File: config.mk
export PLATFORM = sky130hd
export DESIGN_NAME = arbiter_rr2
export DESIGN_NICKNAME = d
export VERILOG_FILES = /design/src/rtl/arbiter_rr2.sv
export SDC_FILE = /design/constraint.sdc
export NUM_CORES = 1
export LEC_CHECK = 0
export ABC_AREA = 0
export ABC_CLOCK_PERIOD_IN_PS = 2350
export CAP_MARGIN = 20
export CORE_UTILIZATION = 27
export CTS_BUF_LIST = sky130_fd_sc_hd__clkbuf_2 sky130_fd_sc_hd__clkbuf_4 sky130_fd_sc_hd__clkbuf_8
export DETAILED_ROUTE_END_ITERATION = 12
export PLACE_DENSITY = 0.45
export SLEW_MARGIN = 20
export SYNTH_ARGS = -nofsm -noshare
export SYNTH_HDL_FRONTEND = slang
export SYNTH_SLANG_ARGS = --single-unit
File: constraint.sdc
create_clock -name clk -period 2.35 [get_ports clk]
set_input_delay 0.3525 -clock clk [delete_from_list [all_inputs] [get_ports clk]]
set_output_delay 0.3525 -clock clk [all_outputs]
set_load 0.01 [all_outputs]
File: src/rtl/arbiter_rr2.sv
// Two-requester round-robin arbiter with registered, mutually exclusive grants
// and a bounded hold timer that forces a switch when the other side is waiting.
//
//  state | meaning
//  ------+--------------------------------------------------------------
//  IDLE  | no grant outstanding; next request (tie -> !owner) is granted
//  G0    | requester 0 owns the resource, hold_cnt counts its tenure
//  G1    | requester 1 owns the resource, hold_cnt counts its tenure
module arbiter_rr2 #(
    parameter int MAX_HOLD = 8,
    parameter int CNT_W    = 4
) (
    input  logic clk,
    input  logic reset,
    input  logic req_0,
    input  logic req_1,
    output logic gnt_0,
    output logic gnt_1,
    output logic preempt,
    output logic owner
);

    localparam logic [1:0] IDLE = 2'd0;
    localparam logic [1:0] G0   = 2'd1;
    localparam logic [1:0] G1   = 2'd2;

    localparam bit HOLD_EN = (MAX_HOLD != 0);
    // MAX_HOLD==0 never reaches the compare, so the clamp only keeps the constant legal
    localparam logic [CNT_W-1:0] HOLD_LAST = (MAX_HOLD == 0) ? '0 : CNT_W'(MAX_HOLD - 1);
    localparam logic [CNT_W-1:0] CNT_MAX   = '1;

    logic [1:0]       state;
    logic [1:0]       state_nxt;
    logic [CNT_W-1:0] hold_cnt;
    logic [CNT_W-1:0] hold_cnt_nxt;
    logic             owner_nxt;
    logic             preempt_nxt;

    always_comb begin
        state_nxt    = state;
        hold_cnt_nxt = hold_cnt;
        owner_nxt    = owner;
        preempt_nxt  = 1'b0;

        case (state)
            IDLE: begin
                if (req_0 && req_1) begin
                    state_nxt    = owner ? G0 : G1;
                    owner_nxt    = ~owner;
                    hold_cnt_nxt = '0;
                end else if (req_0) begin
                    state_nxt    = G0;
                    owner_nxt    = 1'b0;
                    hold_cnt_nxt = '0;
                end else if (req_1) begin
                    state_nxt    = G1;
                    owner_nxt    = 1'b1;
                    hold_cnt_nxt = '0;
                end
            end

            G0: begin
                if (req_0) begin
                    if (HOLD_EN && (hold_cnt == HOLD_LAST) && req_1) begin
                        state_nxt    = G1;
                        owner_nxt    = 1'b1;
                        hold_cnt_nxt = '0;
                        preempt_nxt  = 1'b1;
                    end else if (hold_cnt != CNT_MAX) begin
                        hold_cnt_nxt = hold_cnt + 1'b1;
                    end
                end else if (req_1) begin
                    state_nxt    = G1;
                    owner_nxt    = 1'b1;
                    hold_cnt_nxt = '0;
                end else begin
                    state_nxt = IDLE;
                end
            end

            G1: begin
                if (req_1) begin
                    if (HOLD_EN && (hold_cnt == HOLD_LAST) && req_0) begin
                        state_nxt    = G0;
                        owner_nxt    = 1'b0;
                        hold_cnt_nxt = '0;
                        preempt_nxt  = 1'b1;
                    end else if (hold_cnt != CNT_MAX) begin
                        hold_cnt_nxt = hold_cnt + 1'b1;
                    end
                end else if (req_0) begin
                    state_nxt    = G0;
                    owner_nxt    = 1'b0;
                    hold_cnt_nxt = '0;
                end else begin
                    state_nxt = IDLE;
                end
            end

            default: begin
                state_nxt    = IDLE;
                hold_cnt_nxt = '0;
            end
        endcase
    end

    // Grants come straight from flops fed by the next-state decode
    always_ff @(posedge clk) begin
        if (!reset) begin
            state    <= IDLE;
            hold_cnt <= '0;
            owner    <= 1'b1;
            preempt  <= 1'b0;
            gnt_0    <= 1'b0;
            gnt_1    <= 1'b0;
        end else begin
            state    <= state_nxt;
            hold_cnt <= hold_cnt_nxt;
            owner    <= owner_nxt;
            preempt  <= preempt_nxt;
            gnt_0    <= (state_nxt == G0);
            gnt_1    <= (state_nxt == G1);
        end
    end

endmodule
==> results of run 1 <==
-- critical path, cell delays in order, from the launching register on --
cell	delay, ns
dfxtp_1	0.46
inv_1	0.10
ha_1	0.26
and3b_2	0.23
a31o_1	0.19
a311oi_2	0.30
nor3b_2	0.21
-- Yosys cell counts (2+ instances only) --
library cell / n
inv_1: 6
and3_1: 2
dfxtp_1: 10
nor3b_2: 2
nand3b_1: 2
ha_1: 5
a21oi_1: 2
a31oi_1: 4
nor2_1: 8
nand2_1: 3
mux2i_1: 4
-- final timing paths --
check,end,cells after the start,from,slack [ns]
worst max register to register,gnt_1$_SDFF_PN0_,6,state[0]$_SDFF_PN0_,0.55
worst max-delay path,gnt_1$_SDFF_PN0_,6,state[0]$_SDFF_PN0_,0.55
worst min-delay path,hold_cnt[1]$_SDFFE_PN0N_,2,hold_cnt[1]$_SDFFE_PN0N_,0.49
worst min register to register,hold_cnt[1]$_SDFFE_PN0N_,2,hold_cnt[1]$_SDFFE_PN0N_,0.49
-- power by group through the flow --
stage               registers, µW  clock network [µW]  logic, µW
floorplan                     220                   0        153
detailed placement            220                   0        224
CTS                           216                 162        225
global placement              220                   0        226
global route                  219                 171        246
finish                        217                 155        225
-- metal layers --
metal,routed length [µm],vias up,part of all wire (%)
li1,-,303,-
met4,0,0,0
met1,795,260,54
met2,629,7,43
met5,0,-,0
met3,53,0,3.6
-- state kept, by name, summed over array words and instances, names as in the netlist --
| name | flops |
|---|---|
| hold_cnt | 4 |
| state | 2 |
| gnt_0 | 1 |
| gnt_1 | 1 |
| owner | 1 |
| preempt | 1 |
-- stage by stage --
step	instances	power [µW]	hold WS [ns]	cell area [µm²]	util (%)
final	114	597.0	0.4912	832.0	36.22
after global placement	110	446.0	0.4593	795.8	34.64
after floorplan	74	373.6	0.4415	684.4	-
after global routing	114	635.5	0.5149	832.0	36.22
after CTS	114	603.0	0.4892	832.0	36.22
after detailed placement	110	444.1	0.4792	795.8	34.64
-- cell families (layout without fill, tap and decap cells) --
| kind of cell | after synthesis | in the layout |
|---|---|---|
| and+or+nand+nor | 29 | 29 |
| AOI/OAI and AO/OA | 18 | 18 |
| buffers and inverters | 8 | 20 |
| DFF | 10 | 10 |
| adders and majority gates | 5 | 5 |
| muxes | 4 | 4 |
-- area by class of cell --
class / count / area share (%)
Sequential cell: 10 / 24.06
Multi-Input combinational cell: 56 / 53.53
Timing Repair Buffer: 10 / 11.13
Clock buffer: 4 / 4.361
Tap cell: 28 / 4.211
Inverter: 6 / 2.707
==> summary.md, run 1 <==
| Metric | Value |
|---|---|
| Status | `completed` |
| Post-DR vias/cell | `5.000` |
| Worst setup path category | `reg2reg` |
| Post-route minimum period | `1.795 ns` |
| Final-report hold violation count | `0` |
| Register area | `200.2 µm²` |
| CTS Buf Count | `3` |
| CP endpoint kind | `flop` |
| Ys async rst share | `0%` |
| Clk slew on worst S/H paths | `0.07 ns` |
| Pwr dens | `717.5 nW/µm²` |
| CP required | `2.55 ns` |
| Place WS | `0.3245 ns` |
| RePlAce Congestion | `0.7715` |
| CP max FO | `6` |
| Total negative slack | `0 ns` |
| Final setup skew | `0.001868 ns` |
| Synth Net Count | `83` |
| Synth Warn # | `0` |
| Slew at the pin closest to its max-slew limit | `0.3486 ns` |
| Layout cell share with drive strength beyond 1 | `19.77%` |
| N_diodes | `0` |
| Residual DRC | `0` |
| Post-Synth Simple-Gate Area | `28.15%` |
| Max Freq | `0.5571 GHz` |
| Pint | `397.1 µW` |
| Post-synthesis adder-cell area fraction | `9.141%` |
| Clk network pwr share | `26.0%` |
| Slew margin rel. | `76.72%` |
| Netlist cell types | `37` |
| Max cap viols | `0` |
| Buffers on Ports | `7` |
| Sw Share | `33.49%` |
| Synthesized flop and latch total | `10` |
| Post-synth top flop | `dfxtp_1` |
| Met3 Resource Use GR | `4.348%` |
| Post-synth EDFFs | `0` |
| Setup crit start kind | `flop` |
| Initial Utilization | `29.79%` |
| Post-route ant nets | `0` |
| TritonRoute pass-1 iters | `5` |
| Largest family of logic cells by synthesized area | `simple AND/OR/NAND/NOR gates` |
| First-pass GRT wire length | `2366 µm` |
| Wirelength, routed | `1479 µm` |
| Gr usage total | `11.66%` |
| Pleak | `0.0003306 µW` |
| Area contributors post-synth | `dfxtp_1 (29%), ha_1 (9.1%), mux2i_1 (5.9%)` |
| Synth Area in Compound Gates | `21.94%` |
| Global route hottest layer | `met2` |
| Flop pwr share | `36.3%` |
| Comb power frac | `37.7%` |
| Critical Path AT | `1.99 ns` |
| # IOs | `8` |
| Psw | `199.9 µW` |
| Cell Rows | `17` |
| Via count | `570` |
| Peak supply drop | `0.3990 mV` |
| Hold_buf cts | `0` |
| Die Width | `52.35 µm` |
| Area of the multi-input gates | `445.4 µm²` |
| Post-synth top area share | `29.25%` |
| Area Overhead vs Synth | `21.57%` |
| CTS sink count | `10` |
| Synth Instances | `74` |
| Syn_area_per_cell | `9.249 µm²` |
| Post-synthesis xor/xnor area fraction | `0%` |
| Commonest non-fill, non-tap cell in the layout | `dfxtp_1` |
| Global Route met2 Usage | `17.93%` |
| Final setup viols | `0` |
| Synth area leader | `dfxtp_1` |
| CTS tree | `built` |
| Final nets | `96` |
| HPWL after DPL | `1113 µm` |
| Number of DRC markers in iteration 0 | `18` |
| Post-DR wirelength/cell | `12.97 µm` |
| Postcts setup bufs | `0` |
| Max clock buf depth | `2` |
| Initial antenna violation count | `0` |
| Post-synthesis cell area | `684.4 µm²` |
| CTS root buf | `clkbuf_4` |
| Sequential element share of the synthesized area | `29.25%` |
| Met1 usage | `16.35%` |
| Largest net degree at the start of global routing | `10` |
| Vias in the first global route | `505` |
| Tightest Hold Check Type | `reg2reg` |
| Post-CTS Resized | `0` |
| Commonest cells after routing, fill and taps aside | `dfxtp_1 (10), nor2_1 (8), clkdlybuf4s50_1 (7)` |
| Die height | `52.35 µm` |
| Remaining Overflow, GRT | `0` |
| Final worst-path cycle share | `76.39%` |
| Fillers | `253` |
| Final worst slack | `0.5548 ns` |
| Unrepaired setup endpoints after global routing | `no` |
| Slew Viols, Final | `0` |
| Mux share of post-synthesis cell area | `5.850%` |
| H-tree levels | `1` |
| Core Area | `2297 µm²` |
| Clk_lat worst skew | `0.26 ns` |
| Die ar. | `2740 µm²` |
Power figures use the tool's default switching activity.
==> run 2: changes to the inputs <==
--- a/config.mk
+++ b/config.mk
@@ -6,12 +6,12 @@
 export NUM_CORES = 1
 export LEC_CHECK = 0
 export ABC_AREA = 0
-export ABC_CLOCK_PERIOD_IN_PS = 2350
+export ABC_CLOCK_PERIOD_IN_PS = 1600
 export CAP_MARGIN = 20
 export CORE_UTILIZATION = 27
 export CTS_BUF_LIST = sky130_fd_sc_hd__clkbuf_2 sky130_fd_sc_hd__clkbuf_4 sky130_fd_sc_hd__clkbuf_8
 export DETAILED_ROUTE_END_ITERATION = 12
-export PLACE_DENSITY = 0.45
+export PLACE_DENSITY = 0.47
 export SLEW_MARGIN = 20
 export SYNTH_ARGS = -nofsm -noshare
 export SYNTH_HDL_FRONTEND = slang
==> constraint.sdc (replaced) <==
create_clock -name clk -period 1.6 [get_ports clk]
set_input_delay 0.24 -clock clk [delete_from_list [all_inputs] [get_ports clk]]
set_output_delay 0.24 -clock clk [all_outputs]
set_load 0.01 [all_outputs]
==> summary.md, run 2 (synthesis gave the netlist of run 1 again) <==
| Metric | Value |
|---|---|
| Setup crit start kind | `flop` |
| Cell Rows | `17` |
| Comb power frac | `47.3%` |
| Hold Worst Slack | `0.4695 ns` |
| Clk network pwr share | `18.5%` |
| Largest reg by FF count | `hold_cnt` |
| TritonRoute pass-1 iters | `4` |
| Clk slew on worst S/H paths | `0.06 ns` |
| Sw Share | `34.29%` |
| Psw | `312.7 µW` |
| Post-route ant nets | `0` |
| Fillers | `244` |
| CTS sink count | `10` |
| First-pass GRT wire length | `2746 µm` |
| Met1 usage | `16.72%` |
| Pwr dens | `952.7 nW/µm²` |
| CTS Buf Count | `3` |
| Largest regs | `hold_cnt x4, state x2` |
| Total power draw | `911.9 µW` |
| Post-DR wirelength/cell | `13.33 µm` |
| Status | `completed` |
| Layout cell share with drive strength beyond 1 | `36.73%` |
| Residual DRC | `0` |
| Max reg flops | `4` |
| Flop pwr share | `34.2%` |
| Slew Viols, Final | `0` |
| Initial Utilization | `29.79%` |
| Max clock buf depth | `2` |
| Final setup skew | `0.004623 ns` |
| Final worst-path cycle share | `94.55%` |
| Peak supply drop | `0.5728 mV` |
| Commonest cells after routing, fill and taps aside | `buf_4 (16), nor2_1 (8), dfxtp_1 (8)` |
| CP required | `1.79 ns` |
| Worst setup path category | `reg2reg` |
| Unrepaired setup endpoints after global routing | `yes` |
| Pleak | `0.0004064 µW` |
| Hold_buf cts | `0` |
| Final-report hold violation count | `0` |
| Number of DRC markers in iteration 0 | `14` |
| HPWL after DPL | `1263 µm` |
| Final setup viols | `0` |
| Total negative slack | `0 ns` |
| CTS root buf | `clkbuf_4` |
| Post-DR vias/cell | `5.183` |
| Die Width | `52.35 µm` |
| Vias in the first global route | `647` |
| Critical Path AT | `1.70 ns` |
| N_diodes | `0` |
| Remaining Overflow, GRT | `0` |
| Max cap viols | `0` |
| Post-route minimum period | `1.513 ns` |
| CP max FO | `4` |
| Pint | `599.2 µW` |
| Wirelength, routed | `1680 µm` |
| Largest net degree at the start of global routing | `9` |
| Commonest non-fill, non-tap cell in the layout | `buf_4` |
| Tightest Hold Check Type | `reg2reg` |
| Slew at the pin closest to its max-slew limit | `0.3384 ns` |
| Placed insts | `123` |
| Gr usage total | `13.65%` |
| Global Route met2 Usage | `22.57%` |
| Slew margin rel. | `77.44%` |
| # IOs | `8` |
| Global route hottest layer | `met2` |
| Final nets | `109` |
| Clk_lat worst skew | `0.26 ns` |
| Buffers on Ports | `7` |
| Die height | `52.35 µm` |
| Core Area | `2297 µm²` |
| Met3 Resource Use GR | `6.087%` |
| Area Overhead vs Synth | `39.85%` |
| RePlAce Congestion | `0.7755` |
| Max Freq | `0.6610 GHz` |
| H-tree levels | `1` |
| Post-Layout Cell Count | `126` |
| Via count | `653` |
| Die ar. | `2740 µm²` |
| CP endpoint kind | `flop` |
| CTS tree | `built` |
| Initial antenna violation count | `0` |
run 2: cell types whose count changed in the layout (fill, tap and decap cells not counted), sizes merged:
cell | previous run | this run
clkdlybuf4s50 | 7 | 5
buf | 3 | 16
dlygate4sd2 | 0 | 1
dlymetal6s2s | 0 | 1
clkbuf | 4 | 3
run 2: stage by stage:
stage               util, %  setup WS (ns)  instance area, µm²
floorplan                 -       0.004923               684.4
global placement      38.89        -0.2211               893.4
detailed placement    38.89        -0.2463               893.4
CTS                   40.03      0.0001452               919.6
global route          41.67       -0.02997               957.2
finish                41.67        0.08725               957.2
run 2: worst paths after layout:
| check | start | slack, ns | depth (start not counted) | endpoint |
|---|---|---|---|---|
| max | state[0]$_SDFF_PN0_ | 0.09 | 6 | gnt_1$_SDFF_PN0_ |
| min | hold_cnt[1]$_SDFFE_PN0N_ | 0.47 | 2 | hold_cnt[1]$_SDFFE_PN0N_ |
| max reg2reg | state[0]$_SDFF_PN0_ | 0.09 | 6 | gnt_1$_SDFF_PN0_ |
| min reg2reg | hold_cnt[1]$_SDFFE_PN0N_ | 0.47 | 2 | hold_cnt[1]$_SDFFE_PN0N_ |
run 2: final cells by class:
class / instances / area [µm²] / share of cell area [%]
Clock buffer: 3 / 22.52 / 2.353
Inverter: 6 / 22.52 / 2.353
Multi-Input combinational cell: 56 / 480.5 / 50.20
Sequential cell: 10 / 205.2 / 21.44
Tap cell: 28 / 35.03 / 3.660
Timing Repair Buffer: 23 / 191.4 / 20.00
run 2: timing repair:
action                                  4_1_cts  5_1_grt
endpoints found under the setup margin        1        4
setup buffers                                 0        0
resized for setup                             4        8
pin swaps                                     1        3
run 2: metal layers:
| metal | up-vias | routed length (µm) |
|---|---|---|
| li1 | 325 | - |
| met1 | 310 | 764 |
| met2 | 16 | 842 |
| met3 | 2 | 64 |
| met4 | 0 | 8 |
| met5 | - | 0 |
run 2: power groups by stage:
stage                     Combinational [µW]  Sequential, µW  Clock [µW]
after floorplan                          225             324           0
after global routing                     472             316         190
after global placement                   407             313           0
final                                    432             312         168
after detailed placement                 403             314           0
after CTS                                410             311         179
run 2: critical path, stage by stage (launching register included):
cell	delay [ns]
dfxtp_4	0.36
inv_2	0.04
ha_2	0.17
and3b_2	0.20
a31o_1	0.19
a311oi_2	0.27
nor3b_2	0.20
